$ cat src/rtl/fnv1a_unwind.sv
// Sequential inverse of the FNV-1a lane step: recovers h from h' = (h ^ m) * PRIME, one modifier per two cycles.
// Optional expected-value compare is enabled by defining FNV1A_UNWIND_CHECK_EN.
module fnv1a_unwind #(
  parameter int unsigned COUNT_W       = 8,
  parameter logic [31:0] FNV_PRIME_INV = 32'h359C449B
) (
  input  logic               clk,
  input  logic               rst_n,
  input  logic               cmd_valid,
  output logic               cmd_ready,
  input  logic [31:0]        cmd_hash,
  input  logic [COUNT_W-1:0] cmd_count,
`ifdef FNV1A_UNWIND_CHECK_EN
  input  logic [31:0]        cmd_expect,
`endif
  input  logic               mod_valid,
  output logic               mod_ready,
  input  logic [31:0]        mod_data,
  output logic               res_valid,
  input  logic               res_ready,
  output logic [31:0]        res_value,
`ifdef FNV1A_UNWIND_CHECK_EN
  output logic               res_match,
`endif
  output logic               busy
);

  localparam logic [31:0] FNV_PRIME = 32'h01000193;
  localparam logic [31:0] INV_PROD  = FNV_PRIME * FNV_PRIME_INV;

  if (INV_PROD != 32'd1) begin : g_bad_inverse
    $error("FNV_PRIME_INV is not the inverse of FNV_PRIME mod 2^32");
  end

  typedef enum logic [1:0] {
    IDLE     = 2'd0,
    WAIT_MOD = 2'd1,
    STEP     = 2'd2,
    DONE     = 2'd3
  } state_t;

  state_t             state_q, state_d;
  logic [31:0]        h_q, h_d;
  logic [31:0]        m_q, m_d;
  logic [COUNT_W-1:0] cnt_q, cnt_d;
  logic [31:0]        step_val;

  // Low 32 bits of the product only; the upper half is never needed.
  assign step_val = (h_q * FNV_PRIME_INV) ^ m_q;

`ifdef FNV1A_UNWIND_CHECK_EN
  logic [31:0] exp_q, exp_d;
  logic        match_q, match_d;
`endif

  always_comb begin
    state_d = state_q;
    h_d     = h_q;
    m_d     = m_q;
    cnt_d   = cnt_q;
`ifdef FNV1A_UNWIND_CHECK_EN
    exp_d   = exp_q;
    match_d = match_q;
`endif
    case (state_q)
      IDLE: begin
        if (cmd_valid) begin
          h_d   = cmd_hash;
          cnt_d = cmd_count;
`ifdef FNV1A_UNWIND_CHECK_EN
          exp_d   = cmd_expect;
          match_d = (cmd_hash == cmd_expect);
`endif
          state_d = (cmd_count != '0) ? WAIT_MOD : DONE;
        end
      end
      WAIT_MOD: begin
        if (mod_valid) begin
          m_d     = mod_data;
          state_d = STEP;
        end
      end
      STEP: begin
        h_d   = step_val;
        cnt_d = cnt_q - COUNT_W'(1);
`ifdef FNV1A_UNWIND_CHECK_EN
        match_d = (step_val == exp_q);
`endif
        state_d = (cnt_q == COUNT_W'(1)) ? DONE : WAIT_MOD;
      end
      DONE: begin
        if (res_ready) begin
`ifdef FNV1A_UNWIND_CHECK_EN
          match_d = 1'b0;
`endif
          state_d = IDLE;
        end
      end
      default: state_d = IDLE;
    endcase
  end

  always_ff @(posedge clk or negedge rst_n) begin
    if (!rst_n) begin
      state_q <= IDLE;
      h_q     <= '0;
      m_q     <= '0;
      cnt_q   <= '0;
    end else begin
      state_q <= state_d;
      h_q     <= h_d;
      m_q     <= m_d;
      cnt_q   <= cnt_d;
    end
  end

`ifdef FNV1A_UNWIND_CHECK_EN
  always_ff @(posedge clk or negedge rst_n) begin
    if (!rst_n) begin
      exp_q   <= '0;
      match_q <= 1'b0;
    end else begin
      exp_q   <= exp_d;
      match_q <= match_d;
    end
  end

  assign res_match = match_q;
`endif

  // Every output is a decode of registered state.
  assign cmd_ready = (state_q == IDLE);
  assign mod_ready = (state_q == WAIT_MOD);
  assign res_valid = (state_q == DONE);
  assign res_value = h_q;
  assign busy      = (state_q != IDLE);

endmodule
$ cat config.mk
export PLATFORM = sky130hd
export DESIGN_NAME = fnv1a_unwind
export DESIGN_NICKNAME = d
export VERILOG_FILES = /design/src/rtl/fnv1a_unwind.sv
export SDC_FILE = /design/constraint.sdc
export NUM_CORES = 1
export LEC_CHECK = 0
export CORE_ASPECT_RATIO = 0.9
export CORE_MARGIN = 2
export CORE_UTILIZATION = 35
export CTS_CLUSTER_DIAMETER = 150
export DETAILED_ROUTE_END_ITERATION = 8
export DONT_BUFFER_PORTS = 1
export PLACE_DENSITY_LB_ADDON = 0.25
export SLEW_MARGIN = 25
export SYNTH_ARGS = -nofsm -noshare
export SYNTH_HDL_FRONTEND = slang
export SYNTH_SLANG_ARGS = --single-unit
$ cat constraint.sdc
create_clock -name clk -period 7.1 [get_ports clk]
set_clock_uncertainty 0.15 [all_clocks]
set_input_delay 1.42 -clock clk [delete_from_list [all_inputs] [get_ports clk]]
set_output_delay 1.42 -clock clk [all_outputs]
set_load 0.005 [all_outputs]
# After elaboration in Yosys (flattened, before gate mapping)
# Cells that the tools add are included.
# op_classes
add_sub_neg	1
mul	1
eq_ne	7
muxes	10
n_bitwise	1
n_reduce_logical	7
# ops
cell	n
32-bit case mux with 2 select lines	1
32-bit by 30-bit multiplier with 32-bit output, second input constant	1
32-bit two-way mux	1
32-bit XOR	1
8-bit case mux with 2 select lines	1
2-bit two-way mux	5
8-bit by 1-bit equality test with 1-bit output, second input constant	1
8-bit two-way mux	1
2-bit case mux with 4 select lines	1
8-bit nonzero test	1
8-bit by 1-bit subtractor with 8-bit output, second input constant	1
2-bit equality test, second input constant	2
2-bit != test, second input constant	2
2-bit AND reduction	2
2-bit nonzero test	2
3-bit AND reduction	1
2-bit by 1-bit equality test with 1-bit output, second input constant	1
2-bit zero test	1
2-bit by 1-bit != test with 1-bit output, second input constant	1
# totals
ff_bits	74
input_bits	77
output_inout_bits	36
elab_cells	31

# Depth between registers and ports, before layout
# depth
ltp_word	4
depth_mapped	23
depth_no_buf	23

# Worst setup path before layout
# OpenSTA, ideal clock, no wires.
# synth_path
path_type	reg2reg
start	reg h_q[17] (netlist: res_value[17])
end	reg h_q[31] (netlist: res_value[31])
setup_ns	0.143
arrival_time_ns	5.843
path_slack_ns	0.964
stages_incl_launch_ff	20
cell_sequence	dfrtp_1 ha_1 ha_1 fa_1 fa_1 fa_1 fa_1 fa_1 inv_1 fa_1 inv_1 ha_1 and2_1 a21o_1 a221o_1 nand4b_1 a41oi_2 o21ai_1 xnor2_1 o221ai_1
# synth_between
elab_chain_cells	3
# synth_lines
element	line_no	text
start, declared	43	logic [31:0] h_q, h_d;
start signal, assigned	106	h_q <= '0;
start signal, assigned	111	h_q <= h_d;
32-bit by 30-bit multiplier with 32-bit output	49	assign step_val = (h_q * FNV_PRIME_INV) ^ m_q;
32-bit XOR	49	
32-bit case mux with 2 select lines	65	case (state_q)
# Every way passes these cells.
# A chain may end at the register's enable or synchronous reset.

# Worst setup path in the final report
# layout_path
start	reg h_q[19] (netlist: res_value[19])
end	reg h_q[31] (netlist: res_value[31])
# Same word-level chain as after synthesis.

==> impl_metrics.env <==
export IMPL_status="completed"
export IMPL_post_route_util=0.3881
export IMPL_grt_first_pass_wirelength_um=56060
export IMPL_critPathMaxStageDelay_ns=0.56
export IMPL_h_tree_depth=3
export IMPL_clock_tree_from_tritoncts="yes"
export IMPL_postLayoutSetupSlackWorst_ns=0.3015
export IMPL_cts_buffers_inserted=9
export IMPL_crit_buf_inv=2
export IMPL_die_y_um=175.5
export IMPL_cts_resized=0
export IMPL_rr_startpoint="res_value[19]"
export IMPL_worstRegToRegCells=19
export IMPL_wl_per_cell_um=23.55
export IMPL_place_detailed_hpwl_um=30560
export IMPL_synth_edff_count=0
export IMPL_synth_top_cell_by_area="sky130_fd_sc_hd__fa_1"
export IMPL_core_rowCount=62
export IMPL_worstHoldStart="m_q[3]"
export IMPL_drc=0
export IMPL_clockRootBuffer="sky130_fd_sc_hd__clkbuf_16"
export IMPL_netlist_area_um2=11440
export IMPL_area_growth_synth_to_finish_pct=8.720
export IMPL_cts_num_sinks=74
export IMPL_critPathTopFamily="adder cells"
export IMPL_met1_use_gr=0.3232
export IMPL_detailedPlace_worstSlack_ns=0.3615
export IMPL_global_route_usage_met2=0.3308
export IMPL_drv_cap=0
export IMPL_share_of_final_layout_standard_cells_stronger_than_drive_strength_1=0.08513
export IMPL_globalRouteTotalUtil=0.2237
export IMPL_clkLatencyLatePin_ns=0.35
export IMPL_route_final_wire_length_um=36070
export IMPL_yosys_top_cells_area="sky130_fd_sc_hd__fa_1 (28%), sky130_fd_sc_hd__ha_1 (23%), sky130_fd_sc_hd__dfrtp_1 (16%)"
export IMPL_core_area_um2=32040
export IMPL_rsz_0062_raised_after_global_routing="false"
export IMPL_crit_path_end_kind="flop"
export IMPL_min_period_ns=6.798
export IMPL_ys_warn_count=0
export IMPL_postSynthAreaPerCell_um2=10.50
export IMPL_antenna_violating_nets_post_route=0
export IMPL_worstSetupStartpointType="flop"
export IMPL_clk_transition_reported_paths_ns=0.07
export IMPL_cp_data_arrival_time_ns=6.85
export IMPL_ioPinCount=113
export IMPL_synth_async_reset_ratio=1.000
export IMPL_r2r_end="res_value[31]"
export IMPL_tightest_slew_margin_relative_to_the_limit=0.3925
export IMPL_fillers=3168
export IMPL_floorplan_die_width_um=194.5
export IMPL_transition_time_at_the_pin_with_the_least_slew_margin_ns=0.9102
export IMPL_mappedNetlistNets=1535
export IMPL_initial_utilization=0.3569
export IMPL_nets=1557
export IMPL_dominantRegCellSynth="sky130_fd_sc_hd__dfrtp_1"
export IMPL_crit_type="reg2reg"
export IMPL_top_usage_layer="met2"
export IMPL_setup_reg_to_reg_worst_slack_ns=0.30
export IMPL_grt_overflow_total=0
export IMPL_critical_path_depth=19
export IMPL_placed_cells_incl_taps=1516
export IMPL_setup_worst_path_start="res_value[19]"
export IMPL_synth_commonest_cells="sky130_fd_sc_hd__inv_1 (219), sky130_fd_sc_hd__ha_1 (211), sky130_fd_sc_hd__fa_1 (158)"
export IMPL_ctsHoldBuffers=0
export IMPL_worst_setup_path_end="res_value[31]"
export IMPL_detailedRoute_firstIterationViolations=531
export IMPL_post_layout_nonfiller_instances=1532
export IMPL_yosysTopAreaCellShare=0.2766
export IMPL_grtUsageMet3=0.07028
export IMPL_port_buffer_count=0
export IMPL_drt_vias_per_instance=5.252
export IMPL_critical_path_cell_chain="ha_1 > ha_1 > fa_1 > fa_1 > fa_1 > fa_1 > fa_1 > inv_1 > fa_1 > inv_1 > ha_1 > and2_1 > a21o_1 > a221o_1 > nand4b_1 > a41oi_2 > o21ai_1 > xnor2_1 > o221ai_1"
export IMPL_timing_final_hold_violations=0
export IMPL_finalSetupViolations=0
export IMPL_post_cts_buffers=0
export IMPL_pre_repair_dr_iteration_count=5
export IMPL_via_count=8046
export IMPL_post_synth_num_cell_types=61
export IMPL_clk_path_buf_depth=2
export IMPL_multi_input_gate_area_in_the_final_layout_um2=8666
export IMPL_regArea_um2=1852
export IMPL_die_area_um2=34140
export IMPL_critical_path_required_ns=7.15
export IMPL_hold_path_class="reg2reg"
export IMPL_max_freq_mhz=147.1
export IMPL_syn_inst=1089
export IMPL_first_global_vias=8699
export IMPL_place_gp_congestion=0.8806
export IMPL_final_sum_of_negative_setup_slack_ns=0
export IMPL_grt_max_degree=75
export IMPL_final_count_of_pins_violating_max_slew=0
export IMPL_insertedDiodeCount=0
export IMPL_antenna_violations_before_repair=2
export IMPL_path_common_cell="sky130_fd_sc_hd__fa_1"
export IMPL_synthMostInstantiatedCell="sky130_fd_sc_hd__inv_1"
export IMPL_min_period_over_period=0.9575
export IMPL_ys_seq_elements=74
export IMPL_cpMaxStageDelayCell="sky130_fd_sc_hd__fa_1"
export IMPL_seq_area_frac_synth=0.1619
export IMPL_cp_max_fo=4
==> per-layer routing <==
metal | wire length (um) | up-vias
met5 | 23 | -
met4 | 503 | 4
met3 | 3191 | 27
met2 | 15250 | 260
met1 | 17100 | 4086
li1 | - | 3669
==> per-stage QoR <==
stage,hold slack [ns],cell area (um^2)
4_1_cts,0.3836,12430
5_1_grt,0.3949,12430
2_1_floorplan,0.3474,11440
3_3_place_gp,0.3594,12130
6_report,0.3790,12430
3_5_place_dp,0.3675,12130
==> cell type report <==
cell class | count | share of cell area
clock inverter | 7 | 0.006541
clock buffer | 9 | 0.01811
inverter | 220 | 0.06642
multi-input combinational | 771 | 0.6970
timing repair buffer | 35 | 0.02113
tap | 416 | 0.04186
sequential | 74 | 0.1489
==> cell families (layout without fill, tap and decap cells) <==
group,after synthesis,after routing,share of synthesized area
buf+inv,244,271,0.08074
mux,34,34,0.03326
fa+ha+maj,369,369,0.5074
compound gates,174,174,0.1015
simple gates,104,104,0.04617
flops,74,74,0.1619
xor+xnor,90,90,0.06893
==> sequential cells by signal, summed over array words and instances (netlist names) <==
| signal | flops |
|---|---|
| m_q | 32 |
| cnt_q | 8 |
| state_q | 2 |
| res_value | 32 |
==> how the worst min path moves through the flow <==
stage / end / slack (ns) / cells after the start
floorplan: m_q[0] / 0.35 / 1
global placement: m_q[0] / 0.36 / 1
detailed placement: m_q[3] / 0.37 / 1
CTS: m_q[3] / 0.38 / 1
global route: m_q[0] / 0.39 / 1
finish: m_q[3] / 0.38 / 1
==> layout by cell type (no fill, tap or decap), drive strengths merged, types with 4 or more instances in the layout <==
cell    count
o22a       14
o221ai      8
or3         7
clkbuf      9
buf        35
ha        211
a21o       12
nor3       10
fa        158
dfrtp      74
a21oi      50
nor2b       4
nand2      22
o21a        6
nor2       25
xnor2      75
nand4       4
and3        4
a211oi      6
mux2       32
o21ai      36
nand3      10
inv       224
xor2       15
o22ai      18
a31oi       4
Power is not shown: default switching activity piles up to over one toggle a cycle in this logic, so the estimate is an artifact.
